### src/rtl/jt51_lin2log_if.sv
// Request/result bundle for the jt51_lin2log converter.
// The master drives the request side (cen, start, lin); the slave drives the result side.
interface jt51_lin2log_if;
  logic        cen;
  logic        start;
  logic [15:0] lin;
  logic        busy;
  logic        valid;
  logic [11:0] lg;
  logic        zero;

  modport master (output cen, start, lin, input busy, valid, lg, zero);
  modport slave  (input cen, start, lin, output busy, valid, lg, zero);
endinterface

### src/rtl/jt51_lin2log.sv
// Linear-to-log2 converter: normalise, then bit-serial squaring into a 4.8 result.
// Optional macro JT51_LIN2LOG_ROUND_EN adds a guard-bit squaring step and rounds the result (saturating).
module jt51_lin2log (
  input  logic          clk,
  input  logic          rst,
  jt51_lin2log_if.slave bus
);

  localparam logic [1:0] S_IDLE = 2'd0;
  localparam logic [1:0] S_LOAD = 2'd1;
  localparam logic [1:0] S_SQR  = 2'd2;
  localparam logic [1:0] S_DONE = 2'd3;

`ifdef JT51_LIN2LOG_ROUND_EN
  localparam logic [3:0] LAST_ITER = 4'd8;
`else
  localparam logic [3:0] LAST_ITER = 4'd7;
`endif

  logic [1:0]  state_q, state_d;
  logic [15:0] lin_q, lin_d;
  logic [15:0] m_q, m_d;
  logic [3:0]  cnt_q, cnt_d;
  logic [3:0]  int_q, int_d;
  logic [7:0]  frac_q, frac_d;
  logic        zflag_q, zflag_d;
  logic        busy_q, busy_d;
  logic        valid_q, valid_d;
  logic [11:0] lg_q, lg_d;
  logic        zero_q, zero_d;
`ifdef JT51_LIN2LOG_ROUND_EN
  logic        guard_q, guard_d;
  logic [12:0] lg_sum;
`endif

  logic [3:0]  msb_pos;
  logic [31:0] prod;
  logic        sq_bit;
  logic [15:0] m_sq;
  logic        unused_prod;

  always_comb begin
    msb_pos = 4'd0;
    for (int i = 0; i < 16; i++) begin
      if (lin_q[i]) msb_pos = 4'(i);
    end
  end

  // Single shared multiplier: m is Q1.15, so m*m is Q2.30 and bit 31 decides the next log bit.
  assign prod        = {16'd0, m_q} * {16'd0, m_q};
  assign sq_bit      = prod[31];
  assign m_sq        = sq_bit ? prod[31:16] : prod[30:15];
  assign unused_prod = ^prod[14:0];

`ifdef JT51_LIN2LOG_ROUND_EN
  assign lg_sum = {1'b0, int_q, frac_q} + {12'd0, guard_q};
`endif

  always_comb begin
    state_d = state_q;
    lin_d   = lin_q;
    m_d     = m_q;
    cnt_d   = cnt_q;
    int_d   = int_q;
    frac_d  = frac_q;
    zflag_d = zflag_q;
    busy_d  = busy_q;
    valid_d = valid_q;
    lg_d    = lg_q;
    zero_d  = zero_q;
`ifdef JT51_LIN2LOG_ROUND_EN
    guard_d = guard_q;
`endif
    if (bus.cen) begin
      valid_d = 1'b0;
      case (state_q)
        S_IDLE: begin
          if (bus.start) begin
            lin_d   = bus.lin;
            busy_d  = 1'b1;
            state_d = S_LOAD;
          end
        end
        S_LOAD: begin
          cnt_d   = 4'd0;
          frac_d  = 8'd0;
`ifdef JT51_LIN2LOG_ROUND_EN
          guard_d = 1'b0;
`endif
          // A zero input still runs the squaring steps (m=0 yields 0 bits) so latency stays fixed.
          if (lin_q == 16'd0) begin
            int_d   = 4'd0;
            m_d     = 16'd0;
            zflag_d = 1'b1;
          end else begin
            int_d   = msb_pos;
            m_d     = lin_q << (4'd15 - msb_pos);
            zflag_d = 1'b0;
          end
          state_d = S_SQR;
        end
        S_SQR: begin
          m_d   = m_sq;
          cnt_d = cnt_q + 4'd1;
`ifdef JT51_LIN2LOG_ROUND_EN
          if (cnt_q == LAST_ITER) guard_d = sq_bit;
          else                    frac_d  = {frac_q[6:0], sq_bit};
`else
          frac_d = {frac_q[6:0], sq_bit};
`endif
          if (cnt_q == LAST_ITER) state_d = S_DONE;
        end
        default: begin
`ifdef JT51_LIN2LOG_ROUND_EN
          lg_d = lg_sum[12] ? 12'hFFF : lg_sum[11:0];
`else
          lg_d = {int_q, frac_q};
`endif
          zero_d  = zflag_q;
          valid_d = 1'b1;
          busy_d  = 1'b0;
          state_d = S_IDLE;
        end
      endcase
    end
  end

  always_ff @(posedge clk or posedge rst) begin
    if (rst) begin
      state_q <= S_IDLE;
      lin_q   <= 16'd0;
      m_q     <= 16'd0;
      cnt_q   <= 4'd0;
      int_q   <= 4'd0;
      frac_q  <= 8'd0;
      zflag_q <= 1'b0;
      busy_q  <= 1'b0;
      valid_q <= 1'b0;
      lg_q    <= 12'd0;
      zero_q  <= 1'b0;
`ifdef JT51_LIN2LOG_ROUND_EN
      guard_q <= 1'b0;
`endif
    end else begin
      state_q <= state_d;
      lin_q   <= lin_d;
      m_q     <= m_d;
      cnt_q   <= cnt_d;
      int_q   <= int_d;
      frac_q  <= frac_d;
      zflag_q <= zflag_d;
      busy_q  <= busy_d;
      valid_q <= valid_d;
      lg_q    <= lg_d;
      zero_q  <= zero_d;
`ifdef JT51_LIN2LOG_ROUND_EN
      guard_q <= guard_d;
`endif
    end
  end

  assign bus.busy  = busy_q;
  assign bus.valid = valid_q;
  assign bus.lg    = lg_q;
  assign bus.zero  = zero_q;

endmodule

### src/flat_wrapper.sv
// flat-port wrapper written by rule: the top's interface ports become plain ports
module jt51_lin2log_flat 
  (clk, rst, bus_cen, bus_start, bus_lin, bus_busy, bus_valid, bus_lg, bus_zero);
  jt51_lin2log_if bus_i ();
  input  logic clk;
  input  logic rst;
  input wire logic [$bits(bus_i.cen)-1:0] bus_cen;
  input wire logic [$bits(bus_i.start)-1:0] bus_start;
  input wire logic [$bits(bus_i.lin)-1:0] bus_lin;
  output wire logic [$bits(bus_i.busy)-1:0] bus_busy;
  output wire logic [$bits(bus_i.valid)-1:0] bus_valid;
  output wire logic [$bits(bus_i.lg)-1:0] bus_lg;
  output wire logic [$bits(bus_i.zero)-1:0] bus_zero;
  assign bus_i.cen = bus_cen;
  assign bus_i.start = bus_start;
  assign bus_i.lin = bus_lin;
  assign bus_busy = bus_i.busy;
  assign bus_valid = bus_i.valid;
  assign bus_lg = bus_i.lg;
  assign bus_zero = bus_i.zero;
  jt51_lin2log u_core (.clk(clk), .rst(rst), .bus(bus_i));
endmodule
### config.mk
export PLATFORM = sky130hd
export DESIGN_NAME = jt51_lin2log_flat
export DESIGN_NICKNAME = d
export VERILOG_FILES = /design/src/rtl/jt51_lin2log_if.sv /design/src/rtl/jt51_lin2log.sv /design/src/flat_wrapper.sv
export SDC_FILE = /design/constraint.sdc
export NUM_CORES = 1
export LEC_CHECK = 0
export ABC_AREA = 1
export CORE_ASPECT_RATIO = 0.5
export CORE_UTILIZATION = 30
export DETAILED_ROUTE_END_ITERATION = 6
export GPL_TIMING_DRIVEN = 1
export PLACE_DENSITY = 0.43
export SKIP_LAST_GASP = 1
export SLEW_MARGIN = 20
export SYNTH_ARGS = -nofsm -noshare
export SYNTH_HDL_FRONTEND = slang
export SYNTH_SLANG_ARGS = --single-unit
### constraint.sdc
create_clock -name clk -period 10.5 [get_ports clk]
set_clock_uncertainty 0.2 [all_clocks]
set_input_delay 1.575 -clock clk [delete_from_list [all_inputs] [get_ports clk]]
set_output_delay 1.575 -clock clk [all_outputs]
set_load 0.02 [all_outputs]
Word-level counts from Yosys, hierarchy flattened
Cells that the tools add are included.

operators by class
  bitwise operators = 2
  multiply operators = 1
  reductions and logical operators = 11
  shifts and indexed selects = 1
  mux-type cells = 28
  add/sub/neg operators = 2
  equality and inequality tests = 5

operators with widths
  cell                 count
  $mux 4               9
  $mul 16x16->32       1
  $mux 16              2
  $pmux 16 s2          1
  $logic_not 16->1     1
  $pmux 8 s2           1
  $shl 16x4->16        1
  $mux 3               4
  $reduce_and 3->1     3
  $mux 2               4
  $pmux 4 s2           1
  $pmux 2 s3           1
  $reduce_and 2->1     3
  $add 4x1->4 const B  1
  $eq 4x3->1 const B   1
  $mux 1               4
  $sub 4x4->4 const A  1
  $reduce_or 3->1      1
  $eq 2x1->1 const B   1
  $eq 2x2->1 const B   1
  $logic_not 2->1      1
  $ne 2x1->1 const B   1
  $ne 2x2->1 const B   1
  $not 1->1            2
  3 further kinds      3

storage, ports and cells
  input port bits = 20
  flip-flop bits (word level) = 66
  output and inout bits = 15

Depth between registers and ports, before layout
  word-level depth = 19
  depth in mapped cells = 33
  depth with buffers taken out = 31

Worst setup path after synthesis
Ideal clock, no wire load.

  path kind = reg2reg
  start = register u_core.m_q[9]
  end = register u_core.m_q[10]
  data required time = 10.183 ns
  cell stages (with the launch flop) = 32
  period minus slack after synthesis = 6.029 ns
  setup slack = 4.471 ns
  data arrival time = 5.713 ns
  buffers on the path = 3
  cells stage by stage = dfrtp_1 -> clkbuf_1 -> clkbuf_1 -> nand2_1 -> inv_1 -> fa_1 -> inv_1 -> fa_1 -> inv_1 -> fa_1 -> inv_1 -> fa_1 -> inv_1 -> fa_1 -> inv_1 -> fa_1 -> inv_1 -> ha_1 -> nand2_1 -> nor2_1 -> nand4_1 -> o21ai_2 -> nand4_1 -> nand3b_1 -> nand2_4 -> inv_4 -> buf_6 -> nand2_1 -> nand3_1 -> nand2_1 -> nand2_1 -> nand2_1

on the way
  cells in the longest elaborated chain, start to end = 3

ends and longest elaborated chain
  element                   line                 RTL
  start: declaration        jt51_lin2log.sv:22   logic [15:0] m_q, m_d;
  start signal: assignment  jt51_lin2log.sv:147  m_q <= m_d;
  $mul 16x16->32            jt51_lin2log.sv:50   assign prod = {16'd0, m_q} * {16'd0, m_q};
  $mux 16                   jt51_lin2log.sv:52   assign m_sq = sq_bit ? prod[31:16] : prod[30:15];
  $pmux 16 s2               jt51_lin2log.sv:76   case (state_q)

No other way between the ends.
A chain may end at the register's enable or synchronous reset.

Worst setup path after layout
  start = register u_core.m_q[3]
  end = register u_core.m_q[13]

Same word-level chain as after synthesis.

==> impl_metrics.sql <==
INSERT INTO impl_metrics (metric_group, metric, value, unit) VALUES
('clock_network', 'cts-htree-levels', '3', ''),
('floorplanning', 'row_count', '48', ''),
('clock_network', 'cts_hold_buffers', '0', ''),
('synthesis', 'synthesis.yosys.warnings', '0', ''),
('sta', 'layout_min_cycle_time', '6730', 'ps'),
('sta', 'finalHoldWorstSlack', '277.6', 'ps'),
('placed_design', 'post-dp-hpwl', '21850', 'µm'),
('sta', 'final-setup-viol-count', '0', ''),
('drt', 'dr_total_vias', '8652', ''),
('clock_network', 'clock_transition_at_the_registers_of_the_reported_paths', '60', 'ps'),
('clock_network', 'post_cts_resized', '0', ''),
('min_path', 'hold_depth', '2', ''),
('worst_setup_path', 'worstReg2RegStart', 'u_core.m_q[3]', ''),
('sta', 'max_clock_freq', '148.6', 'MHz'),
('grt', 'global_route.overflow_total', '0', ''),
('run_status', 'run_status', 'complete, no violations', ''),
('floorplanning', 'design.core.area', '0.03513', 'mm²'),
('run', 'number_of_max_cap_violations', '0', ''),
('synthesis', 'synth_top_cells_by_count', 'inv_1, nand2_1, fa_1, ha_1, nand3_1', ''),
('grt', 'antenna_found_initial', '0', ''),
('synthesis', 'yosys.area.top_type', 'fa_1', ''),
('floorplanning', 'floorplan.io_pins', '35', ''),
('drt', 'routed_via_density', '4.590', ''),
('synthesis', 'proportion_of_synthesized_flip_flops_having_asynchronous_set_or_reset', '1.000', ''),
('cells_and_area', 'postLayoutCellArea', '0.01203', 'mm²'),
('worst_setup_path', 'critPathLaunch', 'u_core.m_q[3]', ''),
('grt', 'grtUsageMet1', '0.2328', ''),
('floorplanning', 'dieHeight', '136.9', 'µm'),
('worst_setup_path', 'timing.critical_path.arrival', '6760', 'ps'),
('synthesis', 'syn_std_cell_area', '0.01092', 'mm²'),
('clock_network', 'clock_root_cell', 'clkbuf_16', ''),
('sta', 'hold_viol', '0', ''),
('clock_network', 'clock_path_buffers', '2', ''),
('clock_network', 'cts_setup_buffers', '0', ''),
('drt', 'wirelength', '27170', 'µm'),
('floorplanning', 'die_width', '271.9', 'µm'),
('clock_network', 'insertion_delay', '340', 'ps'),
('sta', 'maxSlewViolCount', '0', ''),
('grt', 'grt_busiest_layer', 'met2', ''),
('worst_setup_path', 'critical_path.most_common_cell', 'nand2_1', ''),
('worst_setup_path', 'worst-setup-path-type', 'reg -> reg', ''),
('cells_and_area', 'nets', '1693', ''),
('placed_design', 'dpl_cell_area', '0.01170', 'mm²'),
('synthesis', 'post_synth_inst_count', '1403', ''),
('grt', 'grt.total_usage', '0.1580', ''),
('drt', 'detail_route.iter0.violations', '492', ''),
('synthesis', 'synth_enable_flop_cells', '0', ''),
('worst_setup_path', 'slowest_delay', '730', 'ps'),
('drt', 'drtAntennaViolNets', '0', ''),
('synthesis', 'synth_top_cell_area_share', '0.2951', ''),
('synthesis', 'synth_top_flop_cell', 'dfrtp_1', ''),
('floorplanning', 'dieArea', '0.03722', 'mm²'),
('sta', 'worst_pin_slew', '945.6', 'ps'),
('synthesis', 'syn_nets', '1691', ''),
('floorplanning', 'initial_utilization', '0.3109', ''),
('grt', 'global_route.usage.met2', '0.2528', ''),
('min_path', 'timing.hold.worst.class', 'reg -> reg', ''),
('worst_setup_path', 'cp_slowest_cell', 'dfrtp_1', ''),
('cells_and_area', 'area_growth', '10.14', '%'),
('grt', 'grt_first_pass_wirelength', '47010', 'µm'),
('synthesis', 'post-synth-top-count-cell', 'inv_1', ''),
('clock_network', 'tritoncts_num_sinks', '66', ''),
('synthesis', 'syn-mean-instance-area', '7.785', 'µm²'),
('drt', 'drt_pass_1_iters', '7', ''),
('synthesis', 'dominant_cells_by_area_after_synthesis', 'fa_1, dfrtp_1, ha_1', ''),
('sta', 'grt_setup_unrepaired', 'no', ''),
('cells_and_area', 'post_route_cells_drive_above_1_share', '0.03759', ''),
('cells_and_area', 'antennaDiodeCount', '0', ''),
('worst_setup_path', 'critical_path_start_type', 'flip-flop', ''),
('grt', 'grt.met3_usage', '0.01702', ''),
('sta', 'slew-limit-headroom', '0.3696', '');
==> per-layer routing <==
| layer | up-vias | routed length (µm) |
|---|---|---|
| met1 | 4227 | 14180 |
| met3 | 20 | 913 |
| met2 | 156 | 11790 |
| li1 | 4249 | - |
| met5 | - | 0 |
| met4 | 0 | 279 |
==> state kept, by name, summed over array words and instances (netlist names), 2 cells and up <==
name,flops
u_core.bus.lg,12
u_core.int_q,4
u_core.frac_q,8
u_core.state_q,2
u_core.lin_q,16
u_core.m_q,16
u_core.cnt_q,4
==> cell usage in the layout, fill, tap and decap left out, types with 5 or more instances in the layout <==
cell type	count
clkbuf_16	9
xnor2_1	13
xor2_1	16
dfrtp_1	66
nor3_1	8
nand2_2	7
nand2_1	309
a21oi_1	61
nand3_1	86
nand4_1	9
nor2_1	63
a31oi_1	9
o211ai_1	5
buf_4	10
o21ai_0	37
fa_1	161
clkdlybuf4s50_1	34
o22ai_1	8
ha_1	107
inv_1	344
==> path summary, 6_finish.rpt <==
kind                       slack, ps                to
hold reg to reg                  280  u_core.bus.valid
max in group asynchronous       7910  u_core.frac_q[7]
setup / recovery                3770    u_core.m_q[13]
hold / removal                   280  u_core.bus.valid
min in group asynchronous       1600  u_core.lin_q[13]
setup reg to reg                3770    u_core.m_q[13]
==> area by class of cell <==
| class | count | area, µm² |
|---|---|---|
| clock inverters | 7 | 100.1 |
| repair buffers | 44 | 415.4 |
| multi-input cells | 937 | 7739 |
| inverters | 347 | 1305 |
| well taps | 475 | 594.3 |
| flip-flops and latches | 66 | 1652 |
| clock buffers | 9 | 225.2 |
| fillers | 3753 | 23100 |
==> worst max-delay path, delay by kind of cell (launching register included) <==
kind / cells / cell delay, ps
flip-flops: 1 / 730
AND/OR/NAND/NOR: 14 / 1330
adder cells (fa/ha/maj): 7 / 3400
buffers and inverters: 8 / 450
AO/OA/AOI/OAI: 1 / 350
XOR/XNOR: 1 / 140
==> stage by stage <==
stage / worst slack (ps) / utilization / std cells
finish: 3770 / 0.3424 / 1885
global route: 3274 / 0.3424 / 1885
CTS: 3770 / 0.3423 / 1885
detailed placement: 3726 / 0.3330 / 1869
global placement: 3810 / 0.3330 / 1869
floorplan: 4471 / - / 1403
==> kinds of logic (layout without fill, tap and decap cells) <==
| family | Yosys count | in the layout | synth area share |
|---|---|---|---|
| compound gates | 141 | 141 | 0.07239 |
| buf+inv | 400 | 407 | 0.1408 |
| mux | 3 | 3 | 0.003093 |
| simple gates | 496 | 496 | 0.1916 |
| fa+ha+maj | 268 | 268 | 0.4176 |
| flops | 66 | 66 | 0.1512 |
| xor+xnor | 29 | 29 | 0.02325 |
Power is left out: the tool's default activity adds up to more than one toggle a clock period on the data nets, which glitch-free logic cannot reach.
